<file path="src/rtl/uart_tx_sched.sv">
// Round-robin scheduler sharing one UART tx line between NCH byte sources.
// Optional even parity bit: define UART_TX_SCHED_PARITY_EN.
module uart_tx_sched #(
  parameter int NCH       = 4,
  parameter int DATA_W    = 8,
  parameter int STOP_BITS = 1,
  parameter int IDLE_GAP  = 0
) (
  input  logic                    clk,
  input  logic                    reset,
  input  logic                    baud_tick,
  input  logic [NCH-1:0]          req_valid,
  input  logic [NCH*DATA_W-1:0]   req_data,
  output logic [NCH-1:0]          req_ready,
  output logic                    tx,
  output logic                    busy,
  output logic [$clog2(NCH)-1:0]  grant_id,
  output logic                    frame_done
);
  localparam int ID_W = $clog2(NCH);
  localparam int BC_W = $clog2(DATA_W + 1);
  localparam logic [BC_W-1:0] LAST_BIT  = BC_W'(DATA_W - 1);
  localparam logic [7:0]      STOP_LAST = 8'(STOP_BITS - 1);
  localparam logic [7:0]      GAP_LAST  = (IDLE_GAP > 0) ? 8'(IDLE_GAP - 1) : 8'd0;

  typedef enum logic [2:0] {
    S_IDLE, S_ALIGN, S_START, S_DATA,
`ifdef UART_TX_SCHED_PARITY_EN
    S_PARITY,
`endif
    S_STOP, S_GAP
  } state_t;

  state_t state_reg, state_next;

  logic [NCH-1:0][DATA_W-1:0] ch_data;
  logic [NCH-1:0]             above_mask, hi_req, pick_vec, pick_onehot;
  logic [NCH:0][ID_W-1:0]     sel_acc;
  logic [ID_W-1:0]            sel;
  logic                       any_valid;

  logic [ID_W-1:0]   last_reg;
  logic [DATA_W-1:0] shift_reg;
  logic [BC_W-1:0]   bit_cnt_reg;
  logic [7:0]        slot_cnt_reg;
  logic              tx_reg;
`ifdef UART_TX_SCHED_PARITY_EN
  logic              parity_reg;
`endif

  // Channels above the last winner take priority; if none, wrap to the lowest index.
  genvar gi;
  generate
    for (gi = 0; gi < NCH; gi++) begin : g_ch
      assign ch_data[gi]    = req_data[gi*DATA_W +: DATA_W];
      assign above_mask[gi] = (ID_W'(gi) > last_reg);
      assign sel_acc[gi+1]  = sel_acc[gi] | (pick_onehot[gi] ? ID_W'(gi) : '0);
    end
  endgenerate

  assign sel_acc[0]  = '0;
  assign any_valid   = |req_valid;
  assign hi_req      = req_valid & above_mask;
  assign pick_vec    = (|hi_req) ? hi_req : req_valid;
  assign pick_onehot = pick_vec & (~pick_vec + NCH'(1));
  assign sel         = sel_acc[NCH];
  assign tx          = tx_reg;

  always_ff @(posedge clk) begin
    if (reset) state_reg <= S_IDLE;
    else       state_reg <= state_next;
  end

  always_comb begin
    state_next = state_reg;
    case (state_reg)
      S_IDLE:   if (any_valid) state_next = S_ALIGN;
      S_ALIGN:  if (baud_tick) state_next = S_START;
      S_START:  if (baud_tick) state_next = S_DATA;
      S_DATA:
        if (baud_tick && bit_cnt_reg == LAST_BIT) begin
`ifdef UART_TX_SCHED_PARITY_EN
          state_next = S_PARITY;
`else
          state_next = S_STOP;
`endif
        end
`ifdef UART_TX_SCHED_PARITY_EN
      S_PARITY: if (baud_tick) state_next = S_STOP;
`endif
      S_STOP:
        if (baud_tick && slot_cnt_reg == STOP_LAST)
          state_next = (IDLE_GAP > 0) ? S_GAP : S_IDLE;
      S_GAP:    if (baud_tick && slot_cnt_reg == GAP_LAST) state_next = S_IDLE;
      default:  state_next = S_IDLE;
    endcase
  end

  always_comb begin
    req_ready  = '0;
    frame_done = 1'b0;
    busy       = (state_reg != S_IDLE);
    if (!reset) begin
      if (state_reg == S_IDLE && any_valid) req_ready = pick_onehot;
      if (state_reg != S_IDLE && state_next == S_IDLE) frame_done = 1'b1;
    end
  end

  // Serializer datapath; tx changes only on baud ticks once a frame is under way.
  always_ff @(posedge clk) begin
    if (reset) begin
      tx_reg       <= 1'b1;
      grant_id     <= '0;
      last_reg     <= ID_W'(NCH - 1);
      shift_reg    <= '0;
      bit_cnt_reg  <= '0;
      slot_cnt_reg <= '0;
`ifdef UART_TX_SCHED_PARITY_EN
      parity_reg   <= 1'b0;
`endif
    end else begin
      case (state_reg)
        S_IDLE:
          if (any_valid) begin
            shift_reg <= ch_data[sel];
            grant_id  <= sel;
            last_reg  <= sel;
`ifdef UART_TX_SCHED_PARITY_EN
            parity_reg <= ^ch_data[sel];
`endif
          end
        S_ALIGN:
          if (baud_tick) tx_reg <= 1'b0;
        S_START:
          if (baud_tick) begin
            tx_reg      <= shift_reg[0];
            shift_reg   <= shift_reg >> 1;
            bit_cnt_reg <= '0;
          end
        S_DATA:
          if (baud_tick) begin
            if (bit_cnt_reg == LAST_BIT) begin
`ifdef UART_TX_SCHED_PARITY_EN
              tx_reg <= parity_reg;
`else
              tx_reg <= 1'b1;
`endif
              slot_cnt_reg <= '0;
            end else begin
              tx_reg      <= shift_reg[0];
              shift_reg   <= shift_reg >> 1;
              bit_cnt_reg <= bit_cnt_reg + BC_W'(1);
            end
          end
`ifdef UART_TX_SCHED_PARITY_EN
        S_PARITY:
          if (baud_tick) begin
            tx_reg       <= 1'b1;
            slot_cnt_reg <= '0;
          end
`endif
        S_STOP:
          if (baud_tick)
            slot_cnt_reg <= (slot_cnt_reg == STOP_LAST) ? 8'd0 : slot_cnt_reg + 8'd1;
        S_GAP:
          if (baud_tick) slot_cnt_reg <= slot_cnt_reg + 8'd1;
        default: ;
      endcase
    end
  end
endmodule

</file>
<file path="config.mk">
export PLATFORM = sky130hd
export DESIGN_NAME = uart_tx_sched
export DESIGN_NICKNAME = d
export VERILOG_FILES = /design/src/rtl/uart_tx_sched.sv
export SDC_FILE = /design/constraint.sdc
export NUM_CORES = 1
export LEC_CHECK = 0
export BUFFER_PORTS_ARGS = -buffer_cell sky130_fd_sc_hd__buf_2
export CAP_MARGIN = 20
export CORE_MARGIN = 3
export CORE_UTILIZATION = 56
export CTS_CLUSTER_DIAMETER = 50
export DETAILED_ROUTE_END_ITERATION = 12
export PLACE_DENSITY = 0.94
export SETUP_SLACK_MARGIN = 0.2
export SLEW_MARGIN = 5
export SYNTH_ARGS = -nofsm -noshare
export SYNTH_HDL_FRONTEND = slang
export SYNTH_SLANG_ARGS = --single-unit
</file>
<file path="constraint.sdc">
create_clock -name clk -period 3.6 [get_ports clk]
set_input_delay 0.36 -clock clk [delete_from_list [all_inputs] [get_ports clk]]
set_output_delay 0.36 -clock clk [all_outputs]
set_load 0.05 [all_outputs]
</file>
# Word level (Yosys, flattened, before mapping)
# Index checks and enable logic that the tools add are counted.
# classes
add_sub_neg,3
order_cmp,5
eq_ne,14
muxes,36
n_bitwise,5
reduce_logical,20
# op_table
cell,count
two-way mux 8 bit,10
one-hot mux 8 bit (3 select lines),2
two-way mux 4 bit,6
binary-select mux 8 bit (select 2 bit),1
"!= test 2 bit, second input constant",8
two-way mux 3 bit,5
one-hot mux 3 bit (5 select lines),1
nonzero test 3 bit,4
AND reduction 5 bit,2
"adder 4 x 1 -> 4 bit, second input constant",2
"adder 8 x 1 -> 8 bit, second input constant",1
bitwise AND 4 bit,2
logical NOT 8 bit,1
one-hot mux 4 bit (2 select lines),1
AND reduction 4 bit,2
OR reduction 4 bit,2
two-way mux 1 bit,7
"== test 3 x 2 -> 1 bit, second input constant",2
"== test 3 bit, second input constant",2
logical NOT 3 bit,2
"== test 4 x 3 -> 1 bit, second input constant",1
"> comparator 1 x 2 -> 1 bit, first input constant",2
"> comparator 2 bit, first input constant",2
logical AND 1 bit,4
other kinds (10),11
# word_totals
register_bits,28
input_bits,39
word_cells,90

# Depth between registers and ports, before layout
# logic_depth
word_depth,14
depth_mapped,8
mapped_depth_nobuf,8

# Worst setup path after synthesis
# Ideal clock, no wire load.
# synth_timing
kind,reg-to-output
start,reg slot_cnt_reg[0]
end,out frame_done
t_arrival_ps,2749
slack_ps,491
stages_incl_launch_ff,8
n_path_buf,0
cell_sequence,dfxtp_1 -> inv_1 -> ha_1 -> nor4b_1 -> nand2_1 -> a21boi_0 -> o32a_1 -> nor4bb_1
# synth_between
elab_chain_len,8
# synth_lines
item,line,text
start: declaration,45,logic [7:0] slot_cnt_reg;
start signal: assignment,164,slot_cnt_reg <= (slot_cnt_reg == STOP_LAST) ? 8'd0 : slot_cnt_reg + 8'd1;
start signal: assignment,166,if (baud_tick) slot_cnt_reg <= slot_cnt_reg + 8'd1;
logical NOT 8 bit,"92, 94",
logical AND 1 bit,"92, 94",
two-way mux 3 bit,"92, 94",
one-hot mux 3 bit (5 select lines),76,case (state_reg)
logical NOT 3 bit,105,if (state_reg != S_IDLE && state_next == S_IDLE) frame_done = 1'b1;
logical AND 1 bit,105,
two-way mux 1 bit,105,
two-way mux 1 bit,103,if (!reset) begin
end: declaration,18,output logic frame_done
# Every way passes these cells.

# Final worst setup path
# Ends and elaborated chain as after synthesis.

==> results.tsv <==
metric	value	unit
flops & latches, synth	28	
cell taking the most area after synthesis	dfxtp_1	
sequential-to-total area share from yosys stat	31.2	%
top cells by count, synth	dfxtp_1, nor2_1, a21oi_1	
setup TNS	0	ps
Reg clk slew, reported paths	130	ps
Post-Route WL	3.97	mm
total grt overflow	0	
Min-Delay Path Class	in -> reg	
Crit path max-delay family	simple AND/OR/NAND/NOR gates	
Largest stage delay, worst path	390	ps
post-route minimum period	2640	ps
clk_lat worst skew	320	ps
Area after DPL	2040	um2
share of power burned in the clock network	16.6	%
First-pass DRT Iterations	4	
startpoint types	flip-flop	
IO Count	48	
Worst Path Buf+Inv	2	
initial antenna violation count	0	
Fillers	251	
Seq pwr share	48.7	%
CTS Buf Count	3	
Synth top area share	31.2	%
largest net degree at the start of global routing	24	
Rows	19	
post-detailed-route count of antenna-violating nets	0	
Cell Area, Synth	1800	um2
max_slew headroom	52.2	%
Final GP Congestion	0.822	
CTS Hold Bufs	0	
WHS	428	ps
Syn Area/Cell	8.09	um2
status	finished clean	
Critical-path top delay cell	dfxtp_1	
routed vias/inst	5.92	
Net Count, Synth	264	
vias in the first global route	1581	
die area	3920	um2
Starting Density	61.9	%
post-cts sizing count	0	
DIE WIDTH	62.6	um
wire per inst	13.1	um
Switch Pwr	0.000260	W
via count	1799	
largest cells by area after synthesis	dfxtp_1, nor2_1, a21oi_1, mux2i_1, a22o_1	
endpoints failing setup	0	
Power Internal	0.000484	W
synth unique cells	51	
CTS Root Cell	clkbuf_4	
dominant synthesized flop cell	dfxtp_1	
hold path depth	2	
number of enable flip-flop cells after synthesis	0	
Sinks on Clock Net	28	
port bufs	47	
crit path DAT	2280	ps
All-Layer GR Usage	20.2	%
cells on worst reg2reg path	6	
Ys Warns	0	
critical path required time	3240	ps
Final period util	73.2	%
share of cells above drive strength 1	26.3	%
n_diodes	0	
Initial DRC Count	198	
most frequent cell after synthesis	dfxtp_1	
Switching Fraction	35.0	%
RSZ-0062 raised after global routing	no	
Cells after Synth	222	
Peak VDD IR	0.000262	V
Worst Setup End Kind	primary output	
detailed placer's ending HPWL	3.04	mm
ys async rst share	0	%
CTS tree	built	
Max Root-Sink Buffers	2	
max-slew violations	0	
nets@finish	306	
power share of the combinational group	34.7	%
hold violation total from the final report	0	
postcts setup bufs	0	
Final Skew	3.92	ps
worst path cell trace	inv_1 -> ha_1 -> nor4b_1 -> nand2_1 -> a21boi_0 -> o32a_1 -> nor4bb_1 -> buf_2	
Final Cell Area	2060	um2
Max Fclk	379	MHz
Leak	0.881	nW
Worst R2R Setup Slack	1500	ps
DIE HEIGHT	62.6	um
critical path depth in cells	8	
Crit Path Class	reg -> out	
DRC	0	
CTS H-tree depth	1	
Power Density	361	nW/um2
crit-path max FO	6	
Tightest Pin Transition	715	ps
layout overhead on the synthesized area	14.6	%
first-pass GRT wire length	6.73	mm
core area	2900	um2
maxcap violations	0	
## per-layer routing
metal  share of wire, %  wire [um]  GRT usage (%)  up-vias
met2                 51       2010           36.4       41
met1                 44       1760           25.5      848
li1                   -          -              -      908
met3                4.8        192           4.32        2
met5                  0          0              0        -
met4               0.20          8           1.65        0
## logic make-up (layout without fill, tap and decap cells)
group	Yosys count	after routing	synth area share, %
adder cells (fa/ha/maj)	3	3	2.09
multiplexers	8	8	4.53
AO/OA/AOI/OAI	75	75	28.2
AND/OR/NAND/NOR	87	87	27.6
buffers and inverters	16	56	3.97
XOR/XNOR	5	5	2.44
flip-flops	28	28	31.2
## final cells by class
type / instances / area (um2) / share of cell area [%]
sequential: 28 / 561 / 27.2
clock buffer: 3 / 22.5 / 1.09
multi-input combinational: 178 / 1160 / 56.6
timing repair buffer: 47 / 235 / 11.4
tap: 42 / 52.6 / 2.55
inverter: 6 / 22.5 / 1.09
## path summary, 6_finish.rpt
kind                                 startpoint              end
worst max-delay path            slot_cnt_reg[0]       frame_done
worst min-delay path                      reset  slot_cnt_reg[1]
worst max register to register      last_reg[0]     shift_reg[7]
worst min register to register     shift_reg[2]     shift_reg[2]
## stage by stage
stage / instances / total power [W] / setup slack (ps) / util [%]
after floorplan: 222 / 0.000571 / 491 / -
after global placement: 301 / 0.000621 / 1400 / 70.2
after detailed placement: 301 / 0.000627 / 1330 / 70.2
after CTS: 304 / 0.000748 / 944 / 71.0
after global routing: 304 / 0.000791 / 757 / 71.0
final: 304 / 0.000743 / 964 / 71.0
## cells in the final DEF (no fill, tap or decap), types with 2 or more instances in the layout
cell type / Yosys / final
nor2_1: 23 / 23
ha_1: 3 / 3
a21oi_2: 3 / 3
nor3_1: 7 / 7
nor2b_1: 3 / 3
a22o_1: 7 / 7
nand3_1: 7 / 7
a21o_1: 3 / 3
buf_2: 3 / 47
xor2_1: 5 / 5
o21ai_2: 7 / 7
dfxtp_1: 28 / 28
nor4_1: 4 / 4
o211ai_1: 2 / 2
o21ai_1: 3 / 3
o21ai_0: 11 / 11
nand4_1: 7 / 7
inv_1: 6 / 6
nor4bb_1: 2 / 2
or3_4: 2 / 2
nand2b_1: 3 / 3
nand2_1: 16 / 16
and3_1: 3 / 3
mux2i_1: 7 / 7
o22ai_1: 9 / 9
clkbuf_4: 0 / 3
a21oi_1: 17 / 17
o21a_1: 2 / 2
## power by group through the flow
stage | clock (W) | sequential (W) | combinational [W]
detailed placement | 0 | 0.000369 | 0.000259
CTS | 0.000128 | 0.000362 | 0.000259
floorplan | 0 | 0.000370 | 0.000201
finish | 0.000124 | 0.000362 | 0.000258
global placement | 0 | 0.000367 | 0.000254
global route | 0.000140 | 0.000367 | 0.000284
Note: power is estimated with default switching activity, not from simulation.
